$ cat config.mk
export PLATFORM = sky130hd
export DESIGN_NAME = if_stage
export DESIGN_NICKNAME = d
export VERILOG_FILES = /design/src/rtl/if_stage_pkg.sv /design/src/rtl/if_stage.sv
export SDC_FILE = /design/constraint.sdc
export NUM_CORES = 1
export LEC_CHECK = 0
export CAP_MARGIN = 30
export CORE_UTILIZATION = 55
export CTS_CLUSTER_DIAMETER = 100
export DETAILED_ROUTE_END_ITERATION = 8
export HOLD_SLACK_MARGIN = 0.06
export PLACE_DENSITY = 0.86
export RECOVER_POWER = 50
export SYNTH_ARGS = -nofsm -noshare
export SYNTH_HDL_FRONTEND = slang
export SYNTH_SLANG_ARGS = --single-unit
$ cat constraint.sdc
create_clock -name clk -period 5.4 [get_ports clk]
set_input_delay 1.08 -clock clk [delete_from_list [all_inputs] [get_ports clk]]
set_output_delay 1.08 -clock clk [all_outputs]
set_load 0.1 [all_outputs]
$ cat src/rtl/if_stage_pkg.sv
// rtl/if_stage_pkg.sv - shared constants and state encodings for the instruction-fetch stage
package if_stage_pkg;

    localparam logic [31:0] RESET_PC_DEFAULT = 32'h1c000000;
    localparam int          IF_TO_ID_W       = 64;

    // Field offsets inside the IF->ID bus {inst, pc}
    localparam int PC_LSB   = 0;
    localparam int PC_MSB   = 31;
    localparam int INST_LSB = 32;
    localparam int INST_MSB = 63;

    typedef enum logic {
        PF_IDLE = 1'b0,
        PF_REQ  = 1'b1
    } pf_state_t;

    typedef enum logic [1:0] {
        SLOT_EMPTY = 2'd0,
        SLOT_WAIT  = 2'd1,
        SLOT_READY = 2'd2
    } slot_state_t;

endpackage

$ cat src/rtl/if_stage.sv
// rtl/if_stage.sv - instruction-fetch stage: one outstanding SRAM read, stall buffer, redirect squash
module if_stage
    import if_stage_pkg::*;
#(
    parameter logic [31:0] RESET_PC = RESET_PC_DEFAULT
) (
    input  logic                  clk,
    input  logic                  reset,
    input  logic                  id_allowin,
    input  logic                  br_taken,
    input  logic [31:0]           br_target,
    output logic                  if_to_id_valid,
    output logic [IF_TO_ID_W-1:0] if_to_id_wire,
    output logic                  inst_sram_req,
    output logic [31:0]           inst_sram_addr,
    input  logic                  inst_sram_addr_ok,
    input  logic                  inst_sram_data_ok,
    input  logic [31:0]           inst_sram_rdata
);

    pf_state_t   pf_state, pf_next;
    slot_state_t slot_state, slot_next;

    logic        fetch_en;
    logic        discard;
    logic        pf_cancel;
    logic        pf_from_br;
    logic        br_buf_valid;
    logic [31:0] br_buf_target;
    logic [31:0] seq_pc;
    logic [31:0] pf_addr;
    logic [31:0] fs_pc;
    logic [31:0] inst_buf;

    logic        slot_data;
    logic        leaving;
    logic        start;
    logic        accept;
    logic        cancelled;
    logic        accept_live;
    logic        from_br;
    logic [31:0] issue_addr;

    assign slot_data      = (slot_state == SLOT_WAIT) & inst_sram_data_ok & ~discard;
    assign if_to_id_valid = slot_data | (slot_state == SLOT_READY);
    assign leaving        = if_to_id_valid & id_allowin;

    // fetch_en keeps req low in the first cycle after reset is sampled
    assign start = fetch_en & ~discard & ~br_taken & ((slot_state == SLOT_EMPTY) | leaving);

    assign inst_sram_req  = (pf_state == PF_REQ) | ((pf_state == PF_IDLE) & start);
    assign issue_addr     = (pf_state == PF_REQ) ? pf_addr : (br_buf_valid ? br_buf_target : seq_pc);
    assign from_br        = (pf_state == PF_REQ) ? pf_from_br : br_buf_valid;
    assign inst_sram_addr = issue_addr;

    assign accept      = inst_sram_req & inst_sram_addr_ok;
    assign cancelled   = pf_cancel | br_taken;
    assign accept_live = accept & ~cancelled;

    assign if_to_id_wire[INST_MSB:INST_LSB] = (slot_state == SLOT_READY) ? inst_buf : inst_sram_rdata;
    assign if_to_id_wire[PC_MSB:PC_LSB]     = fs_pc;

    always_comb begin
        pf_next = pf_state;
        if (pf_state == PF_IDLE) begin
            if (start & ~inst_sram_addr_ok) pf_next = PF_REQ;
        end else begin
            if (inst_sram_addr_ok) pf_next = PF_IDLE;
        end

        slot_next = slot_state;
        if (br_taken)                      slot_next = SLOT_EMPTY;
        else if (accept_live)              slot_next = SLOT_WAIT;
        else if (leaving)                  slot_next = SLOT_EMPTY;
        else if (slot_data & ~id_allowin)  slot_next = SLOT_READY;
    end

    always_ff @(posedge clk) begin
        if (reset) begin
            pf_state      <= PF_IDLE;
            slot_state    <= SLOT_EMPTY;
            fetch_en      <= 1'b0;
            discard       <= 1'b0;
            pf_cancel     <= 1'b0;
            pf_from_br    <= 1'b0;
            br_buf_valid  <= 1'b0;
            br_buf_target <= 32'd0;
            seq_pc        <= RESET_PC;
            pf_addr       <= 32'd0;
            fs_pc         <= 32'd0;
            inst_buf      <= 32'd0;
        end else begin
            fetch_en   <= 1'b1;
            pf_state   <= pf_next;
            slot_state <= slot_next;

            if ((pf_state == PF_IDLE) & start) begin
                pf_addr    <= issue_addr;
                pf_from_br <= br_buf_valid;
            end

            if (accept) seq_pc <= issue_addr + 32'd4;

            if ((pf_state == PF_REQ) & br_taken & ~inst_sram_addr_ok) pf_cancel <= 1'b1;
            else if (accept)                                          pf_cancel <= 1'b0;

            if (br_taken) begin
                br_buf_valid  <= 1'b1;
                br_buf_target <= br_target;
            end else if (accept_live & from_br) begin
                br_buf_valid  <= 1'b0;
            end

            // A squashed request still returns data once; discard swallows exactly that beat
            if ((br_taken & (slot_state == SLOT_WAIT) & ~inst_sram_data_ok) | (accept & cancelled))
                discard <= 1'b1;
            else if (discard & inst_sram_data_ok)
                discard <= 1'b0;

            if (accept_live) fs_pc <= issue_addr;

            if (slot_data & ~id_allowin) inst_buf <= inst_sram_rdata;
        end
    end

    always_ff @(posedge clk) begin
        if (!reset && discard) begin
            assert (slot_state == SLOT_EMPTY);
            assert (!(accept && cancelled && !inst_sram_data_ok));
        end
    end

endmodule

* Word level (Yosys, flattened, before mapping)
Cells that the tools add are included.
** Operators by class
- $add $sub $neg :: 1
- Multiply operators :: 0
- Div/mod/pow operators :: 0
- $lt $le $gt $ge :: 0
- Equality and inequality tests :: 2
- Shift-type cells :: 0
- Muxes and demuxes :: 17
- Bitwise operators :: 30
- Reduce and logical (&&, ||, !) cells :: 7
** Operator list (number)
- 32-bit 2-to-1 mux :: 3
- 32-bit by 3-bit adder with 32-bit output (second input constant) :: 1
- 1-bit bitwise AND :: 18
- 1-bit 2-to-1 mux :: 14
- 1-bit inverter :: 7
- 2-bit nonzero test :: 3
- 1-bit OR :: 5
- 4-bit OR reduction :: 1
- 3-bit nonzero test :: 1
- 2-bit by 1-bit equality test with 1-bit output (second input constant) :: 1
- 2-bit equality test (second input constant) :: 1
- 2-bit logical NOT :: 1
- 2-bit OR reduction :: 1
** Word-level totals
- Register bits after elaboration :: 168
- Latch bits :: 0
- Memory bits (writable) :: 0
- Memory bits (read-only) :: 0
- Input bits :: 70
- Memories kept :: 0

* Depth between registers and ports, before layout
Gate-level depths: netlist of run 1.
- Depth in word-level cells :: 14
- Gate-level depth with buffers :: 11
- Gate-level depth less buffers :: 7

* Worst setup path before layout of run 1
No wires, ideal clock.
- Path type :: register to register
- Start point :: register pf_state
- End point :: register seq_pc[22]
- Setup time :: 0.091 ns
- Arrival time :: 3.904 ns
- Required time :: 5.309 ns
- Setup slack :: 1.405 ns
- Stages on the path, launching flop included :: 11
- Buffers on the path :: 3
- Period minus slack after synthesis :: 3.995 ns
- Cells stage by stage :: dfxtp_1 -> buf_2 -> nor2b_1 -> a21oi_1 -> ha_1 -> and4_1 -> clkbuf_1 -> nand2_2 -> buf_6 -> or4_1 -> a311oi_1
** RTL lines
- start: declaration :: RTL line if_stage.sv:21 : pf_state_t pf_state, pf_next;
- start signal: assignment :: RTL line if_stage.sv:94 : pf_state <= pf_next;
- 32-bit 2-to-1 mux :: RTL line if_stage.sv:52 : assign issue_addr = (pf_state == PF_REQ) ? pf_addr : (br_buf_valid ? br_buf_target : seq_pc);
- via inst_sram_addr[3] :: RTL line if_stage.sv:15 : output logic [31:0] inst_sram_addr,
- 32-bit by 3-bit adder with 32-bit output :: RTL line if_stage.sv:102 : if (accept) seq_pc <= issue_addr + 32'd4;
- end signal: assignment :: RTL line if_stage.sv:102
- end: declaration :: RTL line if_stage.sv:30 : logic [31:0] seq_pc;
The timed path passes the listed nets, and every way through them passes these cells.
A chain may end at the register's enable or synchronous reset.

* Worst setup path in the final report of run 1
- Start point :: input port br_taken
- End point :: register br_buf_valid
** On the way
- Longest elaborated chain between the ends :: 9
** Ends and longest elaborated chain
- start: declaration :: RTL line if_stage.sv:10 : input logic br_taken,
- 1-bit inverter :: RTL line if_stage.sv:49 : assign start = fetch_en & ~discard & ~br_taken & ((slot_state == SLOT_EMPTY) | leaving);
- 1-bit bitwise AND (2 in a row) :: RTL line if_stage.sv:49
- 1-bit bitwise AND :: RTL line if_stage.sv:51 : assign inst_sram_req = (pf_state == PF_REQ) | ((pf_state == PF_IDLE) & start);
- 1-bit OR :: RTL line if_stage.sv:51
- 1-bit bitwise AND :: RTL line if_stage.sv:56 : assign accept = inst_sram_req & inst_sram_addr_ok;
- 1-bit bitwise AND :: RTL line if_stage.sv:58 : assign accept_live = accept & ~cancelled;
- 1-bit bitwise AND :: RTL line if_stage.sv:110 : end else if (accept_live & from_br) begin
- 2-bit nonzero test (no line)
- end signal: assignment :: RTL line if_stage.sv:86 : br_buf_valid <= 1'b0;
- end signal: assignment :: RTL line if_stage.sv:108 : br_buf_valid <= 1'b1;
- end signal: assignment :: RTL line if_stage.sv:111 : br_buf_valid <= 1'b0;
- end: declaration :: RTL line if_stage.sv:28 : logic br_buf_valid;
Several ways; a longest one is shown, not always the timed one.

==> results of run 1 <==
cell type report:
class / count / area, sq um / area share (%)
multi-input combinational: 629 / 4030 / 40.3
sequential: 168 / 3360 / 33.6
timing repair buffer: 179 / 1730 / 17.3
clock buffer: 24 / 492 / 4.92
tap: 180 / 225 / 2.25
clock inverter: 8 / 118 / 1.18
inverter: 11 / 41.3 / 0.413
kinds of logic (layout without fill, tap and decap cells):
kind of cell	Yosys count	after routing
multiplexers	144	144
flip-flops	168	168
AND/OR/NAND/NOR	323	323
XOR/XNOR	10	10
AO/OA/AOI/OAI	151	151
buffers and inverters	78	222
adder cells (fa/ha/maj)	1	1
layer usage:
| layer | up-vias | wire length (microns) | track usage (%) |
|---|---|---|---|
| met5 | - | 0 | 0 |
| met4 | 0 | 434 | 10.4 |
| met3 | 46 | 934 | 5.45 |
| met2 | 202 | 9660 | 45.1 |
| met1 | 3264 | 8880 | 35.9 |
| li1 | 3325 | - | - |
power by group:
group | leakage, nW | total [mW] | switching, mW | internal [mW]
registers | 1.37 | 1.31 | 0.0251 | 1.28
clock network | 0.300 | 1.25 | 0.475 | 0.774
logic | 2.10 | 0.650 | 0.453 | 0.197
total | 3.77 | 3.21 | 0.953 | 2.25
layout by cell type, fill, tap and decap left out, types with 15 or more instances in the layout:
| master | netlist | layout |
|---|---|---|
| dlygate4sd3_1 | 0 | 21 |
| mux2i_1 | 74 | 74 |
| nor2_1 | 90 | 88 |
| a21oi_1 | 75 | 76 |
| dfxtp_1 | 168 | 167 |
| mux2_2 | 67 | 67 |
| o21ai_0 | 19 | 19 |
| clkbuf_16 | 0 | 17 |
| clkdlybuf4s50_1 | 0 | 135 |
| nand2_1 | 149 | 149 |
| buf_4 | 5 | 17 |
| nand3_1 | 15 | 15 |
| a211oi_1 | 16 | 16 |
worst min-delay path, delay by kind of cell (launching register included):
kind               cells  cell delay, ps
DFF                    1             300
and+or+nand+nor        1              50
AOI/OAI and AO/OA      1              50
sequential cells by signal (all words and copies together), names as in the netlist, 2 cells and up:
signal	cells
seq_pc	32
br_buf_target	32
pf_addr	32
fs_pc	32
inst_buf	32
slot_state	2
final timing paths:
path | startpoint | slack (ps) | endpoint
setup / recovery | br_taken | 1180 | br_buf_valid
hold / removal | fs_pc[28] | 450 | fs_pc[28]
setup reg to reg | br_buf_valid | 2270 | seq_pc[22]
hold reg to reg | fs_pc[28] | 450 | fs_pc[28]
per-stage QoR:
stage                     setup WS (ps)  utilization, %
after global routing                916            72.3
after detailed placement           1310            67.9
after CTS                          1010            72.3
final                              1180            72.3
after floorplan                    1400               -
after global placement             1330            67.9
==> run_results.csv, run 1 <==
group,metric,value,unit
clock_tree,cts_hold_buffers,0,
clock_tree,cts.sinks,168,
finish,fin_cells,1199,
pwr,power,3.21,mW
drt,drt_iter0_markers,424,
sta,finalSetupViolCount,0,
drt,viasPerCell,5.70,
synthesis,synth_top_cell_by_area,"dfxtp_1",
drt,wirelength,19900,microns
synthesis,synth-edff-count,0,
finish,synthToLayoutAreaGrowth,28.7,%
sta,period_needed,4220,ps
clock_tree,cts_tree,"done",
clock_tree,clock_latency,420,ps
clock_tree,cts_root_buffer,"clkbuf_16",
synthesis,synth_top_area_share,43.3,%
placed_design,dpl_cell_area,0.00939,sq mm
status,violations,"capacitance limit, slew limit",
sta,fin_setup_tns,0,ps
global_route,overflow,0,
finish,drive_gt1_share,13.2,%
synthesis,yosys.cell_count.top_type,"dfxtp_1",
sta,fmax,237,MHz
flow_run,cap_violations,3,
pwr,leakagePower,3.77,nW
sta,drv_slew,157,
critical_path,setup.worst_path.end_class,"flip-flop",
critical_path,crit_chain,"buf_2 > clkbuf_1 > nor2_1 > nand3_1 > buf_4 > o21ai_0 > a21oi_1",
die,start_util,56.2,%
sta,final-hold-violation-count,0,
clock_tree,post_cts_buffers,0,
clock_tree,cts_buffers,17,
clock_tree,cts.repair.resized,0,
sta,worst_clock_skew,9.18,ps
sta,worst_pin_slew,2760,ps
synthesis,synth-xor-area-share,1.13,%
finish,stdcell_area,0.0100,sq mm
synthesis,synthesis.area,0.00777,sq mm
drt,vias,6837,
critical_path,path_depth,7,
global_route,grt_pass1_vias,6427,
synthesis,synth-simple-area-share,18.5,%
finish,n_antenna_cell,0,
synthesis,ys_seq_area_share,43.3,%
placed_design,numPortBuffers,167,
sta,whs,449,ps
critical_path,crit_path_start_kind,"input port",
clock_tree,clock_path_buffers,2,
die,dieWidth,121,microns
critical_path,worstRegToRegCells,8,
global_route,grt.total_usage,27.6,%
global_route,grt_pass1_wl,31800,microns
global_route,grt_max_degree,96,
finish,nets,1077,
synthesis,synth-seq-cells,168,
clock_tree,path_clk_slew,60,ps
synthesis,ys_types,53,
placed_design,gp_congestion,0.802,
synthesis,synthAdderAreaFrac,0.161,%
critical_path,cp_max_fo,37,
placed_design,dp_hpwl,12900,microns
die,core,0.0138,sq mm
synthesis,synthTopCellsByArea,"dfxtp_1, mux2_2, mux2i_1",
synthesis,yosysWarnings,0,
synthesis,ys.flop_type,"dfxtp_1",
drt,detail_route.wl_per_cell,16.6,microns
synthesis,async_flop_share,0,%
critical_path,slowest_stage,"clkbuf_1",
sta,slew-limit-headroom,-83.9,%
synthesis,synth_top_family_by_area,"multiplexers",
critical_path,cp.buffers_inverters,3,
die,dieArea,0.0146,sq mm
synthesis,synth_compound_area_share,12.2,%
pwr,power.density,321,mW/mm^2
clock_tree,cts_htree_levels,4,
sta,rsz0062_at_grt,"false",
min_path,holdPathStages,2,
critical_path,crit_type,"in2reg",
critical_path,slowest_delay,1950,ps
synthesis,synth_mux_area_share,19.8,%
die,die_height,121,microns
drt,dr.pass1.iters,5,
global_route,antenna_found_initial,0,
synthesis,syn-num-nets,946,
die,rows,43,
placed_design,placed_cells,1166,
synthesis,avgSynthCellArea,8.88,sq um
finish,fillers,1046,
drt,drc,0,
critical_path,arrival,4530,ps
critical_path,worstPathRequired,5720,ps
status,status,"finished, violations left",
drt,ant_nets,0,
synthesis,synth_common_cells,"dfxtp_1, nand2_1, nor2_1, a21oi_1, mux2i_1",
min_path,min_path_type,"reg2reg",
sta,fin_crit_sh,78.1,%
pwr,peakVddDrop,0.000234,V
die,io_pins,168,
critical_path,path_delay_family,"buffers and inverters",
synthesis,syn_inst,875,
(Power assumes the default switching activity.)
==> run 2, diff against run 1 <==
CORE_UTILIZATION = 46   (was 55)
PLACE_DENSITY = 0.76   (was 0.86)
clock period = 3.6 ns   (was 5.4 ns; I/O delays follow)
==> run_results.csv, run 2 (synthesis results as in run 1) <==
group,metric,value,unit
status,status,"finished, violations left",
status,violations,"capacitance limit, slew limit",
finish,fillers,1358,
die,dieWidth,132,microns
global_route,grt_max_degree,54,
finish,stdcell_area,0.0103,sq mm
sta,slew-limit-headroom,-23.9,%
global_route,grt_pass1_wl,32500,microns
critical_path,setup.worst_path.end_class,"output pin",
global_route,overflow,0,
critical_path,arrival,2480,ps
die,io_pins,168,
flow_run,cap_violations,2,
pwr,leakagePower,3.90,nW
clock_tree,cts_tree,"done",
placed_design,gp_congestion,0.840,
clock_tree,cts_root_buffer,"clkbuf_16",
critical_path,slowest_delay,890,ps
drt,drc,0,
clock_tree,path_clk_slew,60,ps
clock_tree,cts_hold_buffers,0,
drt,dr.pass1.iters,7,
sta,rsz0062_at_grt,"false",
placed_design,dp_hpwl,13300,microns
critical_path,crit_chain,"dlygate4sd3_1 > nand3b_1 > nand2_1 > clkbuf_1",
placed_design,numPortBuffers,167,
sta,final-hold-violation-count,0,
critical_path,slowest_stage,"clkbuf_1",
critical_path,crit_start,"inst_sram_data_ok",
clock_tree,clock_latency,430,ps
pwr,peakVddDrop,0.000377,V
drt,drt_iter0_markers,514,
clock_tree,cts_htree_levels,4,
sta,finalSetupViolCount,0,
clock_tree,clock_path_buffers,2,
sta,worst_clock_skew,10.7,ps
die,die_height,132,microns
drt,ant_nets,0,
finish,drive_gt1_share,19.6,%
drt,detail_route.wl_per_cell,16.2,microns
sta,fin_crit_sh,88.8,%
drt,wirelength,20200,microns
die,rows,47,
drt,viasPerCell,5.41,
placed_design,dpl_cell_area,0.00975,sq mm
sta,period_needed,3200,ps
global_route,grt_pass1_vias,6424,
critical_path,rrSetupSlack,570,ps
finish,final_util,62.5,%
critical_path,crit_path_start_kind,"input port",
sta,drv_slew,76,
critical_path,regToRegStartpoint,"br_buf_valid",
clock_tree,cts.sinks,168,
die,start_util,47.0,%
critical_path,cp.buffers_inverters,2,
min_path,min_path_type,"reg2reg",
global_route,antenna_found_initial,1,
sta,fmax,313,MHz
finish,fin_cells,1250,
clock_tree,cts_buffers,17,
sta,worst_pin_slew,1860,ps
sta,fin_setup_tns,0,ps
clock_tree,post_cts_buffers,0,
clock_tree,cts.repair.resized,0,
finish,layout_common_cells,"dfxtp_1, nand2_1, clkdlybuf4s50_1",
finish,layout_commonest_cell,"dfxtp_1",
critical_path,r2r-end,"seq_pc[20]",
global_route,grt.total_usage,23.3,%
drt,vias,6762,
critical_path,path_depth,4,
die,core,0.0165,sq mm
placed_design,placed_cells,1217,
critical_path,worstPathRequired,2880,ps
critical_path,crit_end,"if_to_id_valid",
die,dieArea,0.0174,sq mm
critical_path,cp_max_fo,5,
pwr,power.density,480,mW/mm^2
finish,nets,1087,
critical_path,path_delay_family,"buffers and inverters",
finish,synthToLayoutAreaGrowth,32.9,%
critical_path,crit_type,"in2out",
finish,seqCellArea,0.00336,sq mm
critical_path,worstRegToRegCells,8,
finish,multiInputGateArea,0.00404,sq mm
run 2: worst min path at each step:
stage	startpoint	endpoint	cells after the start
final	inst_buf[6]	inst_buf[6]	2
after global routing	inst_buf[28]	inst_buf[28]	2
after detailed placement	inst_buf[22]	inst_buf[22]	2
after CTS	inst_buf[26]	inst_buf[26]	2
after global placement	inst_buf[28]	inst_buf[28]	2
after floorplan	inst_buf[0]	inst_buf[0]	2
run 2: worst min-delay path, cell delays in order, from the launching register on:
cell	delay, ps
dfxtp_1	310
nand2_1	50
a21oi_1	50
run 2: per-stage QoR:
stage          hold WS [ps]  setup WS [ps]  power, mW
2_1_floorplan           434            364       2.71
3_3_place_gp            440            642       3.04
3_5_place_dp            446            610       3.05
4_1_cts                 455            440       4.98
5_1_grt                 471            311       5.13
6_report                452            403       4.96
run 2: cell type report:
type                    instances  area share (%)
clock inverters                12            1.68
well taps                     220            2.66
clock buffers                  20            4.42
repair buffers                189            19.1
flip-flops and latches        168            32.6
multi-input cells             629            39.1
inverters                      11           0.400
diodes                          1          0.0242
run 2: routing by layer:
metal | up-vias | GRT usage [%] | share of wire (%) | routed length [microns]
li1 | 3333 | - | - | -
met1 | 3229 | 30.5 | 46 | 9240
met2 | 176 | 37.4 | 48 | 9730
met3 | 24 | 5.00 | 4.5 | 912
met4 | 0 | 8.85 | 1.8 | 356
met5 | - | 0 | 0 | 0
run 2: power breakdown:
group | internal (mW) | switching, mW | total [mW]
sequential | 1.92 | 0.0406 | 1.96
combinational | 0.350 | 0.694 | 1.04
clock | 1.20 | 0.752 | 1.95
total | 3.47 | 1.49 | 4.96
